`src/rtl/uart_pkg.sv`:
```
// uart_pkg
// Shared types and helpers for the serial character receiver.
//   rx_state_e : receiver FSM states
//   ASC_*      : ASCII constants used by the whitespace map
//   ws_map()   : folds TAB / LF / CR onto SPACE, passes every other byte
package uart_pkg;

    typedef enum logic [2:0] {
        IDLE  = 3'd0,
        START = 3'd1,
        DATA  = 3'd2,
        STOP  = 3'd3,
        BREAK = 3'd4
    } rx_state_e;

    localparam logic [7:0] ASC_SPACE = 8'h20;
    localparam logic [7:0] ASC_TAB   = 8'h09;
    localparam logic [7:0] ASC_LF    = 8'h0A;
    localparam logic [7:0] ASC_CR    = 8'h0D;

    // Only the three whitespace control codes are rewritten. NUL, high-bit
    // bytes and letters of either case pass through untouched.
    function automatic logic [7:0] ws_map(input logic [7:0] b);
        logic [7:0] r;
        r = b;
        if ((b == ASC_TAB) || (b == ASC_LF) || (b == ASC_CR)) begin
            r = ASC_SPACE;
        end
        return r;
    endfunction

endpackage

```
`src/rtl/rx_sync.sv`:
```
// rx_sync
// Two-flop synchronizer for a single asynchronous input.
//   clk       : destination clock
//   reset     : asynchronous, active-high; both flops load RESET_VAL
//   d_i       : asynchronous input
//   q_o       : synchronized output (two clk cycles of latency)
module rx_sync #(
    parameter logic RESET_VAL = 1'b1
) (
    input  logic clk,
    input  logic reset,
    input  logic d_i,
    output logic q_o
);

    logic meta_q;
    logic sync_q;

    always_ff @(posedge clk or posedge reset) begin
        if (reset) begin
            meta_q <= RESET_VAL;
            sync_q <= RESET_VAL;
        end else begin
            meta_q <= d_i;
            sync_q <= meta_q;
        end
    end

    assign q_o = sync_q;

endmodule

```
`src/rtl/uart_char_rx.sv`:
```
// uart_char_rx
// 8N1 serial receiver feeding the keyword checker. Recovers each character by
// mid-bit sampling, maps TAB/LF/CR to SPACE and emits one pulse per good frame.
// Frames whose stop bit is low are dropped and reported on frame_err; the
// receiver then waits for the line to return high before hunting again.
//
// Ports
//   clk          : system clock, rising edge
//   reset        : asynchronous, active-high
//   rxd          : asynchronous serial line, idle high
//   char_out     : last accepted character after mapping; held between frames
//   char_valid   : one-cycle pulse when char_out is updated
//   frame_err    : one-cycle pulse when a frame is rejected (low stop bit)
//   busy         : high whenever the FSM is not in IDLE
//   dbg_state_o  : current FSM state (rx_state_e encoding) for observation
//
// Handshake: char_valid / frame_err are single-cycle strobes with no ready;
// the consumer must take char_out in the cycle char_valid is high. The two
// strobes are mutually exclusive because they come from opposite branches
// of the same stop-bit decision.
module uart_char_rx
    import uart_pkg::*;
#(
    parameter int CLKS_PER_BIT = 16
) (
    input  logic       clk,
    input  logic       reset,
    input  logic       rxd,
    output logic [7:0] char_out,
    output logic       char_valid,
    output logic       frame_err,
    output logic       busy,
    output logic [2:0] dbg_state_o
);

    localparam int CW = $clog2(CLKS_PER_BIT);
    localparam logic [CW-1:0] HALF_M1 = CW'(CLKS_PER_BIT / 2 - 1);
    localparam logic [CW-1:0] FULL_M1 = CW'(CLKS_PER_BIT - 1);
    localparam logic [CW-1:0] CNT_ONE = CW'(1);

    logic rxs;

    rx_sync #(
        .RESET_VAL (1'b1)
    ) u_sync (
        .clk   (clk),
        .reset (reset),
        .d_i   (rxd),
        .q_o   (rxs)
    );

    rx_state_e     state_q, state_d;
    logic [CW-1:0] cnt_q,   cnt_d;
    logic [2:0]    idx_q,   idx_d;
    logic [7:0]    sh_q,    sh_d;
    logic [7:0]    char_q,  char_d;
    logic          valid_q, valid_d;
    logic          err_q,   err_d;

    always_ff @(posedge clk or posedge reset) begin
        if (reset) begin
            state_q <= IDLE;
            cnt_q   <= '0;
            idx_q   <= '0;
            sh_q    <= '0;
            char_q  <= '0;
            valid_q <= 1'b0;
            err_q   <= 1'b0;
        end else begin
            state_q <= state_d;
            cnt_q   <= cnt_d;
            idx_q   <= idx_d;
            sh_q    <= sh_d;
            char_q  <= char_d;
            valid_q <= valid_d;
            err_q   <= err_d;
        end
    end

    always_comb begin
        state_d = state_q;
        cnt_d   = cnt_q;
        idx_d   = idx_q;
        sh_d    = sh_q;
        char_d  = char_q;
        valid_d = 1'b0;
        err_d   = 1'b0;

        unique case (state_q)
            IDLE: begin
                if (!rxs) begin
                    cnt_d   = '0;
                    state_d = START;
                end
            end

            // Re-check the line half a bit after the falling edge so a short
            // glitch does not start a frame. From here on every sample lands
            // in the middle of a bit cell.
            START: begin
                if (cnt_q == HALF_M1) begin
                    if (!rxs) begin
                        cnt_d   = '0;
                        idx_d   = '0;
                        state_d = DATA;
                    end else begin
                        state_d = IDLE;
                    end
                end else begin
                    cnt_d = cnt_q + CNT_ONE;
                end
            end

            // LSB arrives first, so shifting in at the MSB leaves bit 0 in
            // sh[0] after the eighth sample.
            DATA: begin
                if (cnt_q == FULL_M1) begin
                    sh_d  = {rxs, sh_q[7:1]};
                    cnt_d = '0;
                    if (idx_q == 3'd7) begin
                        state_d = STOP;
                    end else begin
                        idx_d = idx_q + 3'd1;
                    end
                end else begin
                    cnt_d = cnt_q + CNT_ONE;
                end
            end

            // Returning to IDLE at the stop-bit midpoint leaves half a bit of
            // slack to catch a start bit that follows with no idle gap.
            STOP: begin
                if (cnt_q == FULL_M1) begin
                    cnt_d = '0;
                    if (rxs) begin
                        char_d  = ws_map(sh_q);
                        valid_d = 1'b1;
                        state_d = IDLE;
                    end else begin
                        err_d   = 1'b1;
                        state_d = BREAK;
                    end
                end else begin
                    cnt_d = cnt_q + CNT_ONE;
                end
            end

            // A line held low would otherwise look like an endless series of
            // zero frames; wait for it to go idle so one break gives one error.
            BREAK: begin
                if (rxs) begin
                    state_d = IDLE;
                end
            end

            default: begin
                state_d = IDLE;
            end
        endcase
    end

    assign char_out    = char_q;
    assign char_valid  = valid_q;
    assign frame_err   = err_q;
    assign busy        = (state_q != IDLE);
    assign dbg_state_o = state_q;

endmodule

```
`config.mk`:
```
export PLATFORM = sky130hd
export DESIGN_NAME = uart_char_rx
export DESIGN_NICKNAME = d
export VERILOG_FILES = /design/src/rtl/uart_pkg.sv /design/src/rtl/rx_sync.sv /design/src/rtl/uart_char_rx.sv
export SDC_FILE = /design/constraint.sdc
export NUM_CORES = 1
export LEC_CHECK = 0
export BUFFER_PORTS_ARGS = -buffer_cell sky130_fd_sc_hd__buf_2
export CAP_MARGIN = 5
export CORE_AREA = 2 2 62 64
export DETAILED_ROUTE_END_ITERATION = 7
export DIE_AREA = 0 0 64 66
export GPL_TIMING_DRIVEN = 0
export PLACE_DENSITY_LB_ADDON = 0.08
export SLEW_MARGIN = 20
export SYNTH_ARGS = -nofsm -noshare
export SYNTH_HDL_FRONTEND = slang
export SYNTH_SLANG_ARGS = --single-unit
export TNS_END_PERCENT = 10
```
`constraint.sdc`:
```
create_clock -name clk -period 2.7 [get_ports clk]
set_input_delay 0.81 -clock clk [delete_from_list [all_inputs] [get_ports clk]]
set_output_delay 0.81 -clock clk [all_outputs]
set_load 0.03 [all_outputs]
```
=== Yosys cells after proc, flatten, opt, wreduce, memory -nomap -nowiden ===
Index checks and enable logic that the tools add are counted.
W data, S select, Z words.

* Flip-flop bits (word level): 30
* Input port bits: 3
* Output and inout port bits: 14
* Logic and storage cells: 65

* $add $sub $neg: 2
* Equal/unequal tests: 18
* Mux-type cells: 25
* Reductions and logical operators: 11

{| class="wikitable"
|+ Operator list
! cell !! count
|-
| $mux W3 || 11
|-
| $eq A8 B4 Y1 const B || 3
|-
| $pmux W3 S5 || 1
|-
| $ne A2 B2 Y1 const B || 7
|-
| $mux W4 || 3
|-
| $pmux W4 S3 || 1
|-
| $mux W8 || 1
|-
| $eq A3 B2 Y1 const B || 2
|-
| $eq A3 B3 Y1 const B || 2
|-
| $mux W1 || 6
|-
| $pmux W3 S2 || 1
|-
| $reduce_and A6 Y1 || 1
|-
| $reduce_bool A3 Y1 || 2
|-
| $reduce_and A5 Y1 || 1
|-
| $add A4 B1 Y4 const B || 1
|-
| $eq A4 B3 Y1 const B || 1
|-
| $eq A4 B4 Y1 const B || 1
|-
| $add A3 B1 Y3 const B || 1
|-
| $eq A3 B1 Y1 const B || 1
|-
| $logic_not A3 Y1 || 1
|-
| $reduce_and A3 Y1 || 1
|-
| $logic_or A1 B1 Y1 || 2
|-
| $mux W2 || 1
|-
| $ne A2 B1 Y1 const B || 1
|-
| 3 further kinds || 3
|}

=== Depth between registers and ports, before layout ===
* Word-level depth: 4
* Mapped depth: 7
* Depth with buffers taken out: 6

=== By module ===
From an unflattened synthesis, not the netlist that was laid out.

* Cell total of the unflattened synthesis: 132
* Area, all modules: 1,410.1 um^2

{| class="wikitable"
|+ By module, submodules not included
! module !! instances !! cells an instance !! area each (um^2) !! sequential area each (um^2)
|-
| uart_char_rx || 1 || 129 || 1,353.8 || 700.7
|-
| rx_sync || 1 || 3 || 56.3 || 52.6
|}

=== Least setup slack after synthesis ===
Ideal clock, no wire load.

* Path kind: register -> output
* From: reg state_q[0], in the netlist dbg_state_o[0]
* To: out busy
* Arrival time: 1.134 ns
* Data required time: 1.890 ns
* Setup slack: 0.756 ns
* Stages on the path, launching flop included: 4
* Path buffers: 1
* Path through: dfrtp_1 clkbuf_1 nor2_1 nand2_1

* Cells in the longest elaborated chain, start to end: 1

{| class="wikitable"
|+ Ends and longest elaborated chain
! item !! RTL line !! source
|-
| start, declared || uart_char_rx.sv:52 || <nowiki>rx_state_e state_q, state_d;</nowiki>
|-
| start signal, assigned || uart_char_rx.sv:70 || <nowiki>state_q <= state_d;</nowiki>
|-
| $reduce_bool A3 Y1 || uart_char_rx.sv:165 || <nowiki>assign busy = (state_q != IDLE);</nowiki>
|-
| end, declared || uart_char_rx.sv:32 || <nowiki>output logic busy,</nowiki>
|}

No other way between the ends.

=== Final worst setup path ===
Same ends and word-level chain as after synthesis.

==> flow_metrics.py <==
metrics = {
    "clock_network": {
        "cts_sinks": 30,
        "clk_pin_slew_ns": 0.09,
        "cts_buffers": 5,
        "cts_resized": 0,
        "htreeDepth": 2,
        "cts_setup_buffers": 0,
        "worstSkewPairLatency_ns": 0.32,
        "cts.path.max_buffers": 2,
        "cts-root-buf": "clkbuf_4",
        "cts_tree": "done",
        "cts_hold_buf": 0,
    },
    "global_routing": {
        "grt_pass1_wl_um": 4150,
        "grt_max_degree": 31,
        "grtUsageTotal": 0.133,
        "antenna_found_initial": 0,
        "grt_pass1_vias": 900,
        "gr-total-overflow": 0,
    },
    "die": {
        "fp.dieH_um": 66,
        "die_w_um": 64,
        "initial_utilization": 0.384,
        "rows": 22,
        "core_area_sq_um": 3550,
        "pin_count": 17,
        "dieArea_sq_um": 4220,
    },
    "final_layout": {
        "n_fill_cell": 359,
        "diodes": 0,
        "fin_cells": 203,
        "drive_above_1_share": 0.265,
        "final_nets": 160,
        "area_growth_pct": 14.7,
    },
    "sta": {
        "relSlewSlack": 0.586,
        "drv_slew": 0,
        "setup_tns_ns": 0,
        "setup_violations": 0,
        "worst_pin_slew_ns": 0.620,
        "finalHoldViolCount": 0,
        "finalCriticalPeriod_ns": 2.30,
        "finClkSkew_ns": 0.00556,
        "period_share": 0.853,
        "rsz0062_at_grt": "false",
        "max_freq_ghz": 0.434,
    },
    "worst_setup_path": {
        "cp.required_ns": 1.89,
        "endpoint_kind": "output pin",
        "cp-start-kind": "flop",
        "arrival_ns": 1.49,
        "ff2ff_setup_slack_ns": 0.92,
        "path_class": "reg -> out",
        "worstPathMaxFanout": 10,
    },
    "synth": {
        "yosys.area.top_type": "dfrtp_1",
        "seq_area_frac_synth": 0.552,
        "synth.top_cell.area_share": 0.513,
        "syn_nets": 137,
        "yosys-top-cells-area": "dfrtp_1 51%, nand2_1 5.5%, mux2_2 4.9%",
        "async_flop_share": 1.00,
        "netlist_area_sq_um": 1370,
        "yosysMostFrequentCell": "dfrtp_1",
        "synthTopCellsByCount": "28 x dfrtp_1, 20 x nand2_1, 12 x inv_1",
        "synthFlopType": "dfrtp_1",
        "ys_warn_count": 0,
        "syn_avg_cell_area_sq_um": 10.4,
        "netlist_instances": 131,
        "synth_cell_type_count": 34,
        "ys_ff_latch": 30,
        "synth-edff-count": 0,
    },
    "place": {
        "dpl.hpwl_um": 1680,
        "port_buffers": 16,
        "dp_cells": 195,
        "gp_congestion": 0.826,
    },
    "min_path": {
        "hp-class": "reg -> reg",
    },
    "power_and_ir_drop": {
        "peakVddDrop_mv": 0.342,
        "p_total_uw": 1130,
        "leakage_uw": 0.000792,
        "power.density_nw_per_um2": 722,
    },
    "routing": {
        "drt-total-wl_um": 2420,
        "drt_iter0_drc": 51,
        "vias": 990,
        "drt_pre_antenna_iters": 4,
        "wl_per_cell_um": 11.9,
        "drtAntennaViolNets": 0,
        "drc_errors": 0,
        "routed_via_density": 4.88,
    },
    "flow_run": {
        "maxCapViolations": 0,
    },
    "status": {
        "status": "finished clean",
    },
}
-- per-stage QoR --
step	hold slack (ns)	cell area [sq um]	utilization	setup WS (ns)
global route	0.370	1570	0.441	0.249
floorplan	0.345	1370	-	0.756
CTS	0.365	1570	0.441	0.381
finish	0.361	1570	0.441	0.398
detailed placement	0.351	1510	0.424	0.760
global placement	0.346	1510	0.424	0.732
-- layer usage --
| layer | vias to the layer above | GRT usage | part of all wire |
|---|---|---|---|
| met3 | 6 | 0.0562 | 0.054 |
| met2 | 27 | 0.207 | 0.47 |
| met5 | - | 0 | 0 |
| met1 | 459 | 0.160 | 0.46 |
| li1 | 498 | - | - |
| met4 | 0 | 0.0598 | 0.019 |
-- state kept, by name, indices dropped and copies added (netlist names) --
register,flops
char_valid,1
u_sync.q_o,1
sh_q,8
char_out,8
idx_q,3
u_sync.meta_q,1
dbg_state_o,3
frame_err,1
cnt_q,4
-- cell families after synthesis --
kind of cell / synth area share
XOR/XNOR: 0.00642
flip-flops: 0.552
multiplexers: 0.0495
AO/OA/AOI/OAI: 0.133
buffers and inverters: 0.0724
AND/OR/NAND/NOR: 0.159
adder cells (fa/ha/maj): 0.0275
-- where the power goes --
group / internal (uW) / switching (uW) / total [uW]
Clock: 126 / 146 / 272
Combinational: 130 / 204 / 335
Sequential: 498 / 25.9 / 524
-- cells in the final DEF, fill, tap and decap left out, types with 3 or more instances in the layout --
master    synthesis  final
a22o_1            5      5
buf_2             1     17
clkbuf_1          3      4
buf_4             3      3
a21oi_1           6      6
nand2_1          20     20
dfrtp_1          28     28
ha_1              3      3
nor3_1            3      3
nor2_1            6      6
nor4_1            3      3
o22ai_1           3      3
mux2_2            6      6
clkbuf_4          0      5
o21ai_0           5      5
inv_1            12     11
-- final timing paths --
check | startpoint | to | cells past startpoint
hold reg to reg | u_sync.meta_q$_DFF_PP1_ | u_sync.q_o$_DFF_PP1_ | 0
min in group asynchronous | reset | sh_q[3]$_DFFE_PP0P_ | 2
setup reg to reg | u_sync.q_o$_DFF_PP1_ | char_out[0]$_DFFE_PP0P_ | 6
setup / recovery | dbg_state_o[0]$_DFFE_PP0P_ | busy | 4
max in group asynchronous | reset | char_out[5]$_DFFE_PP0P_ | 2
hold / removal | u_sync.meta_q$_DFF_PP1_ | u_sync.q_o$_DFF_PP1_ | 0
-- cell type report --
cell class                      instances  area [sq um]  area share
Clock buffer                            7          55.1      0.0352
Inverter                               13          48.8      0.0312
Tap cell                               48          60.1      0.0384
Clock inverter                          1          5.00     0.00320
Timing Repair Buffer                   16          80.1      0.0512
Sequential cell                        30           753       0.481
Multi-Input combinational cell         80           513       0.328
Buffer                                  8          50.0      0.0320
-- critical path: stages (launching register included) --
cell      delay (ns)
dfrtp_1         0.41
clkbuf_1        0.22
nor2_1          0.27
nand2_1         0.10
buf_2           0.18
No activity file was read; power rests on OpenSTA's default activity.
